--- config.mk ---
export PLATFORM = sky130hd
export DESIGN_NAME = core_scheduler
export DESIGN_NICKNAME = d
export VERILOG_FILES = /design/src/rtl/core_scheduler.sv
export SDC_FILE = /design/constraint.sdc
export NUM_CORES = 1
export LEC_CHECK = 0
export ABC_CLOCK_PERIOD_IN_PS = 3350
export CAP_MARGIN = 20
export CORE_MARGIN = 4
export CORE_UTILIZATION = 50
export CTS_BUF_LIST = sky130_fd_sc_hd__clkbuf_8
export DETAILED_ROUTE_END_ITERATION = 6
export GPL_TIMING_DRIVEN = 0
export PLACE_DENSITY = 0.93
export SLEW_MARGIN = 20
export SYNTH_ARGS = -nofsm -noshare
export SYNTH_HDL_FRONTEND = slang
export SYNTH_SLANG_ARGS = --single-unit
--- constraint.sdc ---
create_clock -name clk -period 3.35 [get_ports clk]
set_input_delay 0.5025 -clock clk [delete_from_list [all_inputs] [get_ports clk]]
set_output_delay 0.5025 -clock clk [all_outputs]
set_load 0.05 [all_outputs]
--- src/rtl/core_scheduler.sv ---
// Per-core control sequencer for the miniGPU: steps one lockstep instruction at a time
// through fetch/decode/load-store/execute and owns the per-thread program counters.
module core_scheduler #(
    parameter int NUM_THREADS = 4,
    parameter int ADDR_BITS   = 8
) (
    input  logic                             clk,
    input  logic                             reset,
    input  logic                             start,
    input  logic [NUM_THREADS-1:0]           thread_mask,
    input  logic                             decoded_ret,
    input  logic [NUM_THREADS-1:0]           lsu_busy,
    input  logic [NUM_THREADS*ADDR_BITS-1:0] next_pc_flat,
    output logic [2:0]                       core_state,
    output logic [NUM_THREADS*ADDR_BITS-1:0] current_pc_flat,
    output logic [NUM_THREADS-1:0]           active_mask,
    output logic                             busy,
    output logic                             done,
    output logic [15:0]                      instr_count
);

    // FETCH must stay 3'b001: the fetch unit keys on that encoding.
    typedef enum logic [2:0] {
        ST_IDLE    = 3'b000,
        ST_FETCH   = 3'b001,
        ST_DECODE  = 3'b010,
        ST_REQUEST = 3'b011,
        ST_WAIT    = 3'b100,
        ST_EXECUTE = 3'b101,
        ST_UPDATE  = 3'b110,
        ST_DONE    = 3'b111
    } state_t;

    state_t                           state_r;
    logic [NUM_THREADS*ADDR_BITS-1:0] pc_r;
    logic [NUM_THREADS-1:0]           mask_r;
    logic                             busy_r;
    logic                             done_r;
    logic [15:0]                      count_r;
    logic                             lsu_pending_s;

    function automatic logic [15:0] sat_inc(input logic [15:0] value);
        return (value == 16'hFFFF) ? value : value + 16'd1;
    endfunction

    // Busy lanes of inactive threads never hold the core in WAIT.
    assign lsu_pending_s = |(lsu_busy & mask_r);

    // Sequencer state, PCs, launch mask, status flags and retired-instruction counter.
    always_ff @(posedge clk or posedge reset) begin
        if (reset) begin
            state_r <= ST_IDLE;
            pc_r    <= {(NUM_THREADS*ADDR_BITS){1'b0}};
            mask_r  <= {NUM_THREADS{1'b0}};
            busy_r  <= 1'b0;
            done_r  <= 1'b0;
            count_r <= 16'd0;
        end else begin
            case (state_r)
                ST_IDLE, ST_DONE: begin
                    if (start) begin
                        mask_r  <= thread_mask;
                        pc_r    <= {(NUM_THREADS*ADDR_BITS){1'b0}};
                        count_r <= 16'd0;
                        if (thread_mask != {NUM_THREADS{1'b0}}) begin
                            state_r <= ST_FETCH;
                            busy_r  <= 1'b1;
                            done_r  <= 1'b0;
                        end else begin
                            // Nothing to run: report completion straight away.
                            state_r <= ST_DONE;
                            busy_r  <= 1'b0;
                            done_r  <= 1'b1;
                        end
                    end else begin
                        state_r <= state_r;
                    end
                end
                ST_FETCH:   state_r <= ST_DECODE;
                ST_DECODE:  state_r <= ST_REQUEST;
                ST_REQUEST: state_r <= ST_WAIT;
                ST_WAIT: begin
                    if (lsu_pending_s) begin
                        state_r <= ST_WAIT;
                    end else begin
                        state_r <= ST_EXECUTE;
                    end
                end
                ST_EXECUTE: state_r <= ST_UPDATE;
                ST_UPDATE: begin
                    count_r <= sat_inc(count_r);
                    if (decoded_ret) begin
                        state_r <= ST_DONE;
                        busy_r  <= 1'b0;
                        done_r  <= 1'b1;
                    end else begin
                        // next_pc is taken verbatim, including any wrap produced upstream.
                        for (int i = 0; i < NUM_THREADS; i++) begin
                            if (mask_r[i]) begin
                                pc_r[i*ADDR_BITS +: ADDR_BITS] <= next_pc_flat[i*ADDR_BITS +: ADDR_BITS];
                            end
                        end
                        state_r <= ST_FETCH;
                    end
                end
                default: begin
                    state_r <= ST_IDLE;
                    busy_r  <= 1'b0;
                    done_r  <= 1'b0;
                end
            endcase
        end
    end

    assign core_state      = state_r;
    assign current_pc_flat = pc_r;
    assign active_mask     = mask_r;
    assign busy            = busy_r;
    assign done            = done_r;
    assign instr_count     = count_r;

endmodule

# == Yosys cells after proc, flatten, opt, wreduce, memory -nomap -nowiden ==
# Index checks and enable logic that the tools add are counted.
# totals
elab_cells,62
out_inout_bits,57
reg_bits,57
# op_classes
eq_ne,16
add_sub_neg,1
muxes,23
n_reduce_logical,12
bitwise,1
# ops
cell,n
$mux W32,2
$pmux W32 S2,1
$mux W16,2
$mux W8,4
$pmux W16 S2,1
$pmux W3 S7,1
$add A16 B1 Y16 const B,1
$eq A16 B16 Y1 const B,1
$ne A2 B2 Y1 const B,8
$reduce_and A4 Y1,4
$eq A3 B3 Y1 const B,4
$mux W3,3
$mux W1,7
$eq A3 B2 Y1 const B,2
$reduce_and A3 Y1,2
$and A4 B4 Y4,1
$pmux W1 S2,2
$reduce_bool A4 Y1,1
$reduce_or A4 Y1,1
$eq A3 B1 Y1 const B,1
$logic_not A3 Y1,1
$reduce_and A2 Y1,1
$reduce_bool A2 Y1,1
$reduce_or A2 Y1,1

# == Logic depth before layout (Yosys ltp) ==
# depth
word_depth,4
depth_mapped,8

# == Worst setup path before layout ==
# No wires, ideal clock.
# synth_timing
path_type,register to register
start,"register count_r[0], in the netlist instr_count[0]"
end,"register count_r[7], in the netlist instr_count[7]"
path_slack_ps,1107
arrival_ps,2119
setup_time_ps,124
stages_incl_launch_ff,7
cell_sequence,dfrtp_1 > ha_1 > nand3_2 > or2_1 > o31a_2 > and3_1 > a211o_2
# synth_between
elab_chain_len,3
word_cells_on_any_way,6
# synth_rtl
element,line_no,text
from (decl),39,logic [15:0] count_r;
from (signal assigned),91,count_r <= sat_inc(count_r);
$add A16 B1 Y16 or $eq A16 B16 Y1 (tied branches),43,return (value == 16'hFFFF) ? value : value + 16'd1;
$mux W16 or $ne A2 B2 Y1 (tied branches),-,
$pmux W16 S2 or $reduce_and A3 Y1 (tied branches),-,
# Several ways; a longest one is shown, not always the timed one. The select of a mux whose other input is x is not followed.
# A chain may end at the register's enable or synchronous reset.

# == Final worst setup path ==
# layout_timing
start,input start
end,"register count_r[11], in the netlist instr_count[11]"
# layout_between
elab_chain_len,2
# layout_rtl
element,line_no,text
from (decl),9,"input logic start,"
$ne A2 B2 Y1 (no source line),-,
$reduce_and A3 Y1 (no source line),-,
# No other way between the ends.

==> impl_results.md <==
* Floorplan core area at 5238 sq um
* Synthesized instance count at between 200 and 300
* Final Hold Slack at ~0.52 ns
* Number of port buffers at 100
* Via density per instance at approximately 5.3
* Most frequently used cell type in the post-synthesis netlist: dfrtp_1
* Routed wire length at between 7 and 8 mm
* Number of global-route vias before repair at around 2,500
* Storage element area at roughly 1400 sq um
* Clock edge transition at the registers on the reported setup and hold paths at 0.06 ns
* Standby leakage power at 1.674 nW
* Detailed-router iteration count before antenna repair at 4
* Number of buffers added by the clock tree synthesis step at 9
* Post-CTS setup buffers at 0
* Die height at about 80 microns
* Worst setup skew after layout at just over 0.006 ns
* Worst path slowest cell: clkdlybuf4s50_1
* Worst hold path startpoint: done
* Most instantiated flip-flop cell in the synthesis netlist: dfrtp_1
* Cell depth of the worst hold path at 1
* Cell at the root of the clock tree: clkbuf_8
* Top-level I/O count at around 100
* Max rail drop VDD at roughly 600 uV
* Horiz. Die Dim at around 80 microns
* Hold Fails Final Rpt at 0
* Critical path peak fanout at 9
* Capturing point of the worst reg2reg path: current_pc_flat[10]
* Area share of the largest cell type after synthesis at 0.5177
* Leading cell types by count after synthesis: 57 x dfrtp_1, 42 x o21ai_0, 39 x inv_1
* Wire length of the first global-routing pass at 11.87 mm
* Number of gates resized after cts at 0
* Critical Path AT at 2.53 ns
* Number of warnings printed during yosys synthesis at 0
* Synth Net Count at between 300 and 400
* Count of different cell masters after synthesis at 46
* Global route total overflow at 0
* Placement Rows at 26
* Chain of cells forming the critical path: clkdlybuf4s50_1 -> or3b_1 -> a21oi_1 -> a31oi_1 -> or2_1 -> buf_6 -> a221o_1
* Layout fillers at ~370
* Netlist area before placement at roughly 2800 sq um
* Total power divided by cell area at a little over 1000 nW/um^2
* Maximum root-to-sink buffer count at 2
* Data required time at the worst endpoint at 3.56 ns
* Die Area at between 6000 and 7000 sq um
* Unrepaired setup endpoints after global routing: false
* Number of sinks on the clock net at 57
* Fraction of final layout cells with drive strength greater than 1 at 0.08333
* Post-synthesis cell type with the largest combined area: dfrtp_1
* Max Clock Freq at roughly 0.43 GHz
* Later-pin clock latency in the skew report at 0.32 ns
* Hold buffers post-CTS at 0
* Post-synthesis register bit count at 57
* Mean cell area of the mapped netlist at around 9.4 sq um
* Detailed-route via count at ~2,600
* Startpoint types: primary input
* Top cells by area in the synthesized netlist: dfrtp_1 52%, o21ai_0 7.6%, nand3_1 6.2%
* Least setup slack across all paths after layout at between 1 and 1.5 ns
* Post-detailed-route count of antenna-violating nets at 0
* Family with the most delay on the worst path: buffers and inverters
* Total DRC errors in the routed layout at 0
* Flop2flop setup slack at 1.12 ns
* DRC violation total after the first TritonRoute iteration at roughly 110
* Crit Reg-Reg Startpoint: core_state[0]
* TNS Setup at 0 ns
* Max-cap violation count at 0
* Initial core utilization at 0.5260
* Total area of multi-input combinational cells at approximately 1100 sq um
* Highest cell delay on the worst timing path at just under 0.6 ns
* Area after DPL at just under 4000 sq um
* TritonCTS clock tree: built
* Synth async-reset ratio at 1.000
* Clock H-tree levels at 3
* Worst slack at placement at 0.6990 ns
* Detail Placement HPWL at roughly 5.3 mm
* Number of enable flip-flop cells after synthesis at 0
* Number of cells on the worst reg-to-reg path at 8
* Setup violation total in the final timing report at 0
* Final Slew Violations at 0
* Post-layout net count at ~450
* Ant. Diodes at 0
* Buffers & Inverters on Critical Path at 2
* Min-delay worst type: reg -> reg
* Worst max-slew margin expressed relative to the limit at 0.4141
* Sequential element share of the synthesized area at 0.5177
* Final weighted congestion in routability-driven placement at slightly below 0.8
* Maximum number of pins on one net before global-route repair at 58
* Hold Path Sink: done
* Status: completed
* Time the final worst path needs with I/O delays and setup at around 2.3 ns
* Slew @ Worst Pin at roughly 0.87 ns
* Wire length per cell at between 15 and 20 microns
* GRT Overall Usage at 0.2294
* Initial antenna violation count at 0
* Critical path endpoint category: flip-flop
* Post-Layout Inst Area at 4003 sq um
* Area growth from synthesis to layout at 45.28%
* Type of the worst setup path: in -> reg
* Share of the cycle needed by the critical path after routing at 0.6928
## worst reg2reg max path: stages, from the launching register on
cell and delay (ns):
dfrtp_1 0.38, clkbuf_8 0.16, and3b_1 0.22, clkbuf_8 0.15, nand2b_1 0.11, o21ai_1 0.50
clkbuf_1 0.39, nand3_1 0.13, o21ai_0 0.10
## state kept, by name, summed over array words and instances, names as in the netlist
| signal | cells |
|---|---|
| current_pc_flat | 32 |
| core_state | 3 |
| instr_count | 16 |
| done | 1 |
| busy | 1 |
| active_mask | 4 |
## power breakdown
| group | internal (W) | leakage, nW | switching (W) | total, W |
|---|---|---|---|---|
| Combinational | 0.000796 | 0.810 | 0.00163 | 0.00243 |
| Clock | 0.000271 | 0.0985 | 0.000243 | 0.000514 |
| Sequential | 0.000967 | 0.766 | 0.000210 | 0.00118 |
## logic make-up (layout without fill, tap and decap cells)
family                   after synthesis  in the layout  synth area share
flip-flops                            57             57            0.5177
buffers and inverters                 53            168           0.08855
adder cells (fa/ha/maj)                1              1          0.004541
AND/OR/NAND/NOR                       97             97            0.1889
multiplexers                           4              4           0.01635
AO/OA/AOI/OAI                         81             81            0.1839
## how the worst max path moves through the flow
stage,start,endpoint,slack (ns),cells past startpoint
finish,start,instr_count[11],1.03,7
global route,core_state[0],current_pc_flat[11],0.84,8
CTS,start,instr_count[11],1.04,7
detailed placement,start,instr_count[11],0.70,7
global placement,reset,core_state[1],0.43,2
floorplan,instr_count[0],instr_count[7],1.11,6
## cells in the final DEF, fill, tap and decap left out, drive strengths merged, types with 2 or more instances in the layout
cell type	count
and3	7
or4	3
clkdlybuf4s50	100
nand4	5
a31oi	5
clkbuf	22
inv	44
nor4	2
mux2	4
a21oi	6
nand2	14
a211o	4
o31ai	3
nor2	13
o21a	2
a22oi	2
dfrtp	57
buf	2
nand3	35
o22a	3
or2	3
nor3	9
o21ai	47
## per-stage QoR
stage / utilization / std cells / total power (W)
2_1_floorplan: - / 293 / 0.002771
5_1_grt: 0.7642 / 478 / 0.004353
4_1_cts: 0.7642 / 478 / 0.004139
6_report: 0.7642 / 478 / 0.004122
3_5_place_dp: 0.7344 / 463 / 0.003621
3_3_place_gp: 0.7339 / 463 / 0.003556
## layer usage
metal	part of all wire	track usage	vias up	routed length, microns
met4	0.014	0.08804	0	106
met1	0.43	0.2770	1197	3166
met2	0.49	0.4030	96	3659
li1	-	-	1253	-
met5	0	0	-	0
met3	0.063	0.04338	10	468
## final cells by class
type,instances,share of cell area
Sequential cell,57,0.3564
Inverter,39,0.03720
Tap cell,70,0.02188
Timing Repair Buffer,100,0.2501
Clock inverter,5,0.004689
Clock buffer,10,0.03439
Multi-Input combinational cell,183,0.2710
Buffer,14,0.02438
(Power assumes the default switching activity.)
